$ cat src/rtl/mux_bus_arbiter.sv
// -----------------------------------------------------------------------------
// mux_bus_arbiter
//   Sequencer and arbiter for a shared 2:1 select datapath. Two requesters
//   (A, B) compete for one output channel. Ownership is decided round-robin
//   with a bounded burst length. The winning word is registered into a
//   valid/ready output stage.
//
//   Handshakes:
//     - Requesters hold req_x and data_x until gnt_x is seen high. The word is
//       transferred on any rising edge where gnt_x is high.
//     - Output stage: out_data is transferred on any rising edge where
//       out_valid and out_ready are both high.
//
// Ports:
//   clk       in   system clock, rising edge
//   rst_n     in   asynchronous active-low reset
//   req_a     in   requester A has a word on data_a
//   data_a    in   requester A word
//   gnt_a     out  A's word is accepted this cycle
//   req_b     in   requester B has a word on data_b
//   data_b    in   requester B word
//   gnt_b     out  B's word is accepted this cycle
//   sel       out  mux select (0 = A, 1 = B)
//   out_data  out  registered output word
//   out_valid out  out_data holds an unconsumed word
//   out_ready in   consumer accepts out_data this cycle
//   busy      out  an owner currently holds the bus
// -----------------------------------------------------------------------------
module mux_bus_arbiter #(
   parameter int WIDTH     = 20,
   parameter int MAX_BURST = 4,
   parameter int CNT_W     = 3
) (
   input  logic             clk,
   input  logic             rst_n,
   input  logic             req_a,
   input  logic [WIDTH-1:0] data_a,
   output logic             gnt_a,
   input  logic             req_b,
   input  logic [WIDTH-1:0] data_b,
   output logic             gnt_b,
   output logic             sel,
   output logic [WIDTH-1:0] out_data,
   output logic             out_valid,
   input  logic             out_ready,
   output logic             busy
);

   typedef enum logic [1:0] {
      IDLE  = 2'd0,
      OWN_A = 2'd1,
      OWN_B = 2'd2
   } state_t;

   localparam logic [CNT_W-1:0] LAST_CNT = CNT_W'(MAX_BURST - 1);

   state_t             state_q, state_d;
   logic               last_b_q, last_b_d;   // 1 = B owned the bus most recently
   logic [CNT_W-1:0]   cnt_q, cnt_d;
   logic [WIDTH-1:0]   out_data_q, out_data_d;
   logic               out_valid_q, out_valid_d;

   logic own_a, own_b, load_en, gnt_any, req_own, req_oth, burst_end;

   assign own_a   = (state_q == OWN_A);
   assign own_b   = (state_q == OWN_B);
   // The output register can take a new word when empty or being drained.
   assign load_en = !out_valid_q || out_ready;
   assign gnt_a   = own_a && req_a && load_en;
   assign gnt_b   = own_b && req_b && load_en;
   assign gnt_any = gnt_a || gnt_b;
   assign req_own = own_b ? req_b : req_a;
   assign req_oth = own_b ? req_a : req_b;
   // Grant of the last word the owner may move in one burst.
   assign burst_end = gnt_any && (cnt_q == LAST_CNT);

   always_comb begin
      state_d     = state_q;
      last_b_d    = last_b_q;
      cnt_d       = cnt_q;
      out_data_d  = out_data_q;
      out_valid_d = out_valid_q;

      if (gnt_any) begin
         out_data_d  = own_b ? data_b : data_a;
         out_valid_d = 1'b1;
      end else if (out_ready) begin
         out_valid_d = 1'b0;
      end

      case (state_q)
         IDLE: begin
            // On a tie the requester that did not own the bus last wins.
            if (req_a && (!req_b || last_b_q)) begin
               state_d  = OWN_A;
               last_b_d = 1'b0;
               cnt_d    = '0;
            end else if (req_b) begin
               state_d  = OWN_B;
               last_b_d = 1'b1;
               cnt_d    = '0;
            end
         end
         OWN_A, OWN_B: begin
            if (!req_own || (burst_end && req_oth)) begin
               if (req_oth) begin
                  // Direct handover: no idle cycle between owners.
                  state_d  = own_b ? OWN_A : OWN_B;
                  last_b_d = own_a;
                  cnt_d    = '0;
               end else begin
                  state_d = IDLE;
               end
            end else if (gnt_any) begin
               // With no contender the owner keeps the bus; the count wraps.
               cnt_d = burst_end ? '0 : cnt_q + CNT_W'(1);
            end
         end
         default: state_d = IDLE;
      endcase
   end

   always_ff @(posedge clk or negedge rst_n) begin
      if (!rst_n) begin
         state_q     <= IDLE;
         last_b_q    <= 1'b1;
         cnt_q       <= '0;
         out_data_q  <= '0;
         out_valid_q <= 1'b0;
      end else begin
         state_q     <= state_d;
         last_b_q    <= last_b_d;
         cnt_q       <= cnt_d;
         out_data_q  <= out_data_d;
         out_valid_q <= out_valid_d;
      end
   end

   assign sel       = own_b;
   assign busy      = own_a || own_b;
   assign out_data  = out_data_q;
   assign out_valid = out_valid_q;

endmodule
$ cat config.mk
export PLATFORM = sky130hd
export DESIGN_NAME = mux_bus_arbiter
export DESIGN_NICKNAME = d
export VERILOG_FILES = /design/src/rtl/mux_bus_arbiter.sv
export SDC_FILE = /design/constraint.sdc
export NUM_CORES = 1
export LEC_CHECK = 0
export ABC_AREA = 1
export ABC_CLOCK_PERIOD_IN_PS = 3000
export CAP_MARGIN = 20
export CORE_ASPECT_RATIO = 1.5
export CORE_MARGIN = 2
export CORE_UTILIZATION = 40
export CTS_BUF_LIST = sky130_fd_sc_hd__clkbuf_8
export CTS_CLUSTER_SIZE = 28
export DETAILED_ROUTE_END_ITERATION = 7
export PLACE_DENSITY_LB_ADDON = 0.3
export RECOVER_POWER = 25
export SLEW_MARGIN = 20
export SYNTH_ARGS = -nofsm -noshare
export SYNTH_HDL_FRONTEND = slang
export SYNTH_SLANG_ARGS = --single-unit
export TNS_END_PERCENT = 10
$ cat constraint.sdc
create_clock -name clk -period 3 [get_ports clk]
set_input_delay 0.6 -clock clk [delete_from_list [all_inputs] [get_ports clk]]
set_output_delay 0.6 -clock clk [all_outputs]
set_load 0.02 [all_outputs]
==> run metrics, run 1 <==
Synth area leaders dfrtp_1 46%, nand2_1 18%, a31oi_1 8.8%; Ant. Diodes 0; register share of total power 29.7%; CP Launch Type input port; # hold bufs at CTS 0; Layout area overhead 53.8%; clk slew on worst S/H paths 0.09 ns; Slew Viols, Final 0; WHS Path Cells 2; DP Cell Count 294; detailed-placement wirelength estimate 2570 um; Worst-Margin Slew 1.40 ns; Mapped Cells 188; Initial Utilization 41.8%; Resized Gates After CTS 0; post-route clock period utilization 88.0%; non-filler cells, final 298; Adder-Cell Fraction of Synth Area 4.39%; compound-gate portion of the synthesized area 11.8%; vias in the first global route 1384; chip width 52.8 um; TritonCTS clock tree built; clock share of power 9.3%; syn nets 238; combinational share of power 61.0%; P per Cell Area 964 nW/um^2; largest net degree at the start of global routing 44; sw power 0.000923 W; DRT Pass-1 Iters 4; vias 1415; die area 4070 sq um; global-route wire length before repair 5720 um; IO buf count 69; Yosys top cell area share 45.6%; residual DRC count 0; grt met3 use 3.11%; GPL Wtd Cong 0.788; Worst Path Arrival 2.04 ns; max-cap viol count 0; Final Net Count 307; area share of and/or/nand/nor cells after synthesis 29.3%; Post CTS Setup Buffer Count 0; mux cell area share after synthesis 0%; setup slack after layout 0.359 ns; RSZ-0062 raised after global routing false; Final Hold Vio Count 0; Slew headroom 6.34%; final wirelength 3260 um; Worst-Skew Late Latency 0.26 ns; Internal 0.00119 W; Max FO, Critical Path 5; Ports 70; XOR/XNOR Fraction of Synth Area 0%; worst hold path class reg2reg; Yosys cell types 20; final setup fails 0; R2R depth 11; setup tns final 0 ns; met2 usage 34.1%; status complete, no violations; CTS Buffer Depth 2; height of the chip 77.1 um; worst slack, placed 0.361 ns; Tmin final 2.64 ns; DRT antenna net count 0; Worst Path Required 2.40 ns; routed vias/inst 4.75; Seq/Total Area, Yosys 47.5%; synth warn 0; Fmax 379 MHz; GR peak layer met2; GR Overflow Total 0; Setup Skew 0.00283 ns; Root Driver clkbuf_8; average routed wire per standard cell 10.9 um; Worst VDD drop 510 uV; initial antenna violation count 0; Seq cells post-synth 27; met1 Track Usage GR 18.6%; Syn Area/Cell 7.59 sq um; share of layout cells above drive strength 1 4.69%; CTS buffer count 3; core area 3420 sq um; Crit. End Element primary output; H-tree Lvls 1; Clock Sinks 27; gr usage total 18.3%; switching share of power 43.6%; Rows 26; DRT iter0 DRCs 27; largest family of logic cells by synthesized area simple AND/OR/NAND/NOR gates; Synth area leader dfrtp_1; Setup CP Type in2out; mapped cell area 1430 sq um; Static Leak 1.02 nW
kinds of logic (layout without fill, tap and decap cells):
| group | after synthesis | after routing |
|---|---|---|
| compound gates | 28 | 28 |
| fa+ha+maj | 5 | 5 |
| buf+inv | 24 | 92 |
| flops | 27 | 27 |
| simple gates | 104 | 104 |
through the flow:
stage / hold WS [ns] / total power (W) / utilization (%) / cell area, sq um
final: 0.473 / 0.00212 / 64.2 / 2190
after global routing: 0.491 / 0.00231 / 64.2 / 2190
after CTS: 0.477 / 0.00215 / 64.3 / 2200
after detailed placement: 0.463 / 0.00195 / 63.0 / 2150
after global placement: 0.455 / 0.00193 / 63.0 / 2150
after floorplan: 0.304 / 0.00143 / - / 1430
cells in the mapped netlist:
library cell and n:
nor2_2 1, clkbuf_1 4, buf_2 2, nand2_4 1, a31oi_1 20, nor2_1 24
buf_4 2, nand2_1 68, dfstp_2 1, nand3_1 6, ha_1 5, a21boi_0 1
inv_1 15, o22ai_1 1, nand4_1 1, inv_2 1, o21ai_1 3, o21ai_0 3
nand2_2 3, dfrtp_1 26
placed cells by master, fill, tap and decap left out, types with 2 or more instances in the layout:
master / Yosys / layout
nand2_1: 68 / 68
nand2_2: 3 / 3
dfrtp_1: 26 / 26
o21ai_0: 3 / 3
o21ai_1: 3 / 3
buf_4: 2 / 2
inv_1: 15 / 16
a31oi_1: 20 / 20
nor2_1: 24 / 24
clkdlybuf4s50_1: 0 / 68
clkbuf_8: 0 / 3
nand3_1: 6 / 6
ha_1: 5 / 5
flip-flops by register name, summed over array words and instances, names as in the netlist:
signal and flops:
out_data 20, cnt_q 3, last_b_q 1, state_q 2, out_valid 1
metal layers:
| metal | routed length [um] | up-vias |
|---|---|---|
| met4 | 60 | 0 |
| met5 | 0 | - |
| li1 | - | 740 |
| met3 | 174 | 4 |
| met2 | 1780 | 40 |
| met1 | 1250 | 631 |
worst max-delay path, stage by stage:
cell and delay (ns):
clkdlybuf4s50_1 0.54, nand2_1 0.10, inv_1 0.06, nand2_1 0.09, inv_1 0.07, clkdlybuf4s50_1 0.59
power groups by stage:
stage | Sequential [W] | Clock [W] | Combinational [W]
after floorplan | 0.000806 | 0 | 0.000621
final | 0.000629 | 0.000197 | 0.00129
after global routing | 0.000654 | 0.000219 | 0.00144
after CTS | 0.000633 | 0.000202 | 0.00132
after global placement | 0.000632 | 0 | 0.00130
after detailed placement | 0.000641 | 0 | 0.00131
path summary, 6_finish.rpt:
check / from / end / slack [ns]
worst max-delay path: req_a / gnt_a / 0.36
worst min-delay path: last_b_q / last_b_q / 0.47
worst max register to register: state_q[1] / state_q[0] / 1.14
worst min register to register: last_b_q / last_b_q / 0.47
max in group asynchronous: rst_n / out_data[15] / 1.00
min in group asynchronous: rst_n / out_data[0] / 1.18
layout make-up:
type	count	area, sq um
Fill cell	322	1220
Multi-Input combinational cell	137	649
Clock buffer	3	41.3
Tap cell	42	52.6
Clock inverter	1	3.75
Timing Repair Buffer	72	709
Sequential cell	27	677
Inverter	16	60.1
(Power assumes the default switching activity.)
==> run 2, diff against run 1 <==
--- a/config.mk
+++ b/config.mk
@@ -7,8 +7,6 @@
 export LEC_CHECK = 0
 export ABC_AREA = 1
 export ABC_CLOCK_PERIOD_IN_PS = 3000
-export CAP_MARGIN = 20
-export CORE_ASPECT_RATIO = 1.5
 export CORE_MARGIN = 2
 export CORE_UTILIZATION = 40
 export CTS_BUF_LIST = sky130_fd_sc_hd__clkbuf_8
==> run 2 against run 1 <==
First-iteration DRC count grew 140%. Hold slack got worse by 0.0051 ns. Global-route usage decreased by 0.36 points. Total power rose by 0.41%. Die area decreased by 0.24%. Via count grew 1.3%. Maximum frequency up 0.47%.
==> run metrics, run 2 (synthesis results as in run 1) <==
total power 0.00212 W (+0.41%); final instance area 2200 sq um (+0.29%); GPL Wtd Cong 0.851 (+8.0%); Setup CP Type in2out; Worst-Skew Late Latency 0.27 ns (about the same); Crit. Startpoint req_a; H-tree Lvls 1 (unchanged); non-filler cells, final 302 (+1.3%); clk slew on worst S/H paths 0.09 ns (about the same); Final Net Count 307 (unchanged); R2R depth 11 (unchanged); share of layout cells above drive strength 1 5.08% (+0.39 points); Root Driver clkbuf_8; P per Cell Area 966 nW/um^2 (+0.12%); Resized Gates After CTS 0 (unchanged); largest net degree at the start of global routing 44 (unchanged); core area 3390 sq um (-0.77%); GR Overflow Total 0 (unchanged); vias in the first global route 1342 (-3.0%); Internal 0.00119 W (+0.10%); Slew headroom 3.65% (-2.7 points); die area 4060 sq um (-0.24%); Clock Sinks 27 (unchanged); DP Area 2160 sq um (+0.23%); vias 1434 (+1.3%); CP Launch Type input port; Hold Path End last_b_q; Worst-Margin Slew 1.45 ns (+0.0404 ns); initial antenna violation count 0 (unchanged); Rows 21 (-19%); setup tns final 0 ns (unchanged); sw power 0.000931 W (+0.80%); CTS Buffer Depth 2 (unchanged); Setup Skew 0.00578 ns (+0.00295 ns); average routed wire per standard cell 11.3 um (+3.3%); clock share of power 9.7% (+0.4 points); CTS buffer count 3 (unchanged); flop2flop setup slack 1.14 ns (about the same); post-route clock period utilization 87.6% (-0.41 points); Worst VDD drop 362 uV (-29%); height of the chip 63.7 um (-17%); commonest cells after routing, fill and taps aside 68 x nand2_1, 68 x clkdlybuf4s50_1, 26 x dfrtp_1; gr usage total 18.0% (-0.36 points); reg-to-reg critical path endpoint state_q[1]; register share of total power 29.6% (about the same); final setup fails 0 (unchanged); # hold bufs at CTS 0 (unchanged); final wirelength 3420 um (+4.7%); chip width 63.7 um (+21%); fill cell count 297 (-7.8%); DRT antenna net count 0 (unchanged); Static Leak 1.02 nW (-0.14%); global-route wire length before repair 5740 um (+0.35%); routed vias/inst 4.75 (about the same); switching share of power 43.8% (+0.17 points); Worst Path Required 2.40 ns (about the same); Post CTS Setup Buffer Count 0 (unchanged); RSZ-0062 raised after global routing false; Tmin final 2.63 ns (-0.0123 ns); Finished Core Util 64.9% (+0.68 points); combinational share of power 60.8% (-0.2 points); DP Cell Count 298 (+1.4%); Ant. Diodes 0 (unchanged); DRT iter0 DRCs 64 (+140%); Initial Utilization 42.1% (+0.32 points); residual DRC count 0 (unchanged); max-cap viol count 0 (unchanged); WHS Path Cells 2 (unchanged); Slew Viols, Final 0 (unchanged); Largest register FFs 20 (unchanged); Worst Path Arrival 2.03 ns (about the same); Ports 70 (unchanged); DRT Pass-1 Iters 4 (unchanged); worst r2r src state_q[0]; worst hold path class reg2reg; Final Hold Vio Count 0 (unchanged); Min-Delay Startpoint last_b_q; Crit. End Element primary output; status complete, no violations; TritonCTS clock tree built; Fmax 380 MHz (+0.47%); Layout area overhead 54.2%; Max FO, Critical Path 5 (unchanged); detailed-placement wirelength estimate 2520 um (-1.8%); IO buf count 69 (unchanged)
run 2: changes by cell type in the layout (fill, tap and decap cells not counted), sizes merged:
cell	delta
inv	-1
clkinv	+1
run 2: cell type report:
type | instances | area (sq um) | share of cell area, %
clock inverters | 1 | 5.00 | 0.228
clock buffers | 3 | 41.3 | 1.88
well taps | 46 | 57.6 | 2.62
inverters | 16 | 60.1 | 2.73
multi-input cells | 137 | 649 | 29.5
repair buffers | 72 | 709 | 32.3
flip-flops and latches | 27 | 677 | 30.8
run 2: worst max path at each step:
stage	end	slack (ns)	depth (start not counted)
floorplan	gnt_b	1.18	6
global placement	gnt_a	0.38	6
detailed placement	gnt_a	0.36	6
CTS	gnt_a	0.36	6
global route	gnt_a	0.27	6
finish	gnt_a	0.37	6
run 2: per-layer routing:
| layer | routed length, um | GRT usage [%] | vias to the layer above |
|---|---|---|---|
| li1 | - | - | 742 |
| met3 | 188 | 2.50 | 4 |
| met2 | 1610 | 31.6 | 55 |
| met1 | 1560 | 21.7 | 633 |
| met4 | 57 | 7.88 | 0 |
| met5 | 0 | 0 | - |
run 2: worst max-delay path, cell delays in order:
cell and delay [ns]:
clkdlybuf4s50_1 0.54, nand2_1 0.10, inv_1 0.06, nand2_1 0.09, inv_1 0.06, clkdlybuf4s50_1 0.59
run 2: power groups by stage:
stage	combinational (W)	clock (W)	sequential, W
after floorplan	0.000621	0	0.000806
after global placement	0.00129	0	0.000629
after global routing	0.00142	0.000228	0.000654
after CTS	0.00130	0.000213	0.000630
final	0.00129	0.000205	0.000628
after detailed placement	0.00130	0	0.000638
run 2: stage by stage:
stage	worst slack (ns)	hold WS [ns]
6_report	0.371	0.467
5_1_grt	0.275	0.500
4_1_cts	0.364	0.470
3_5_place_dp	0.365	0.457
3_3_place_gp	0.380	0.450
2_1_floorplan	1.18	0.304
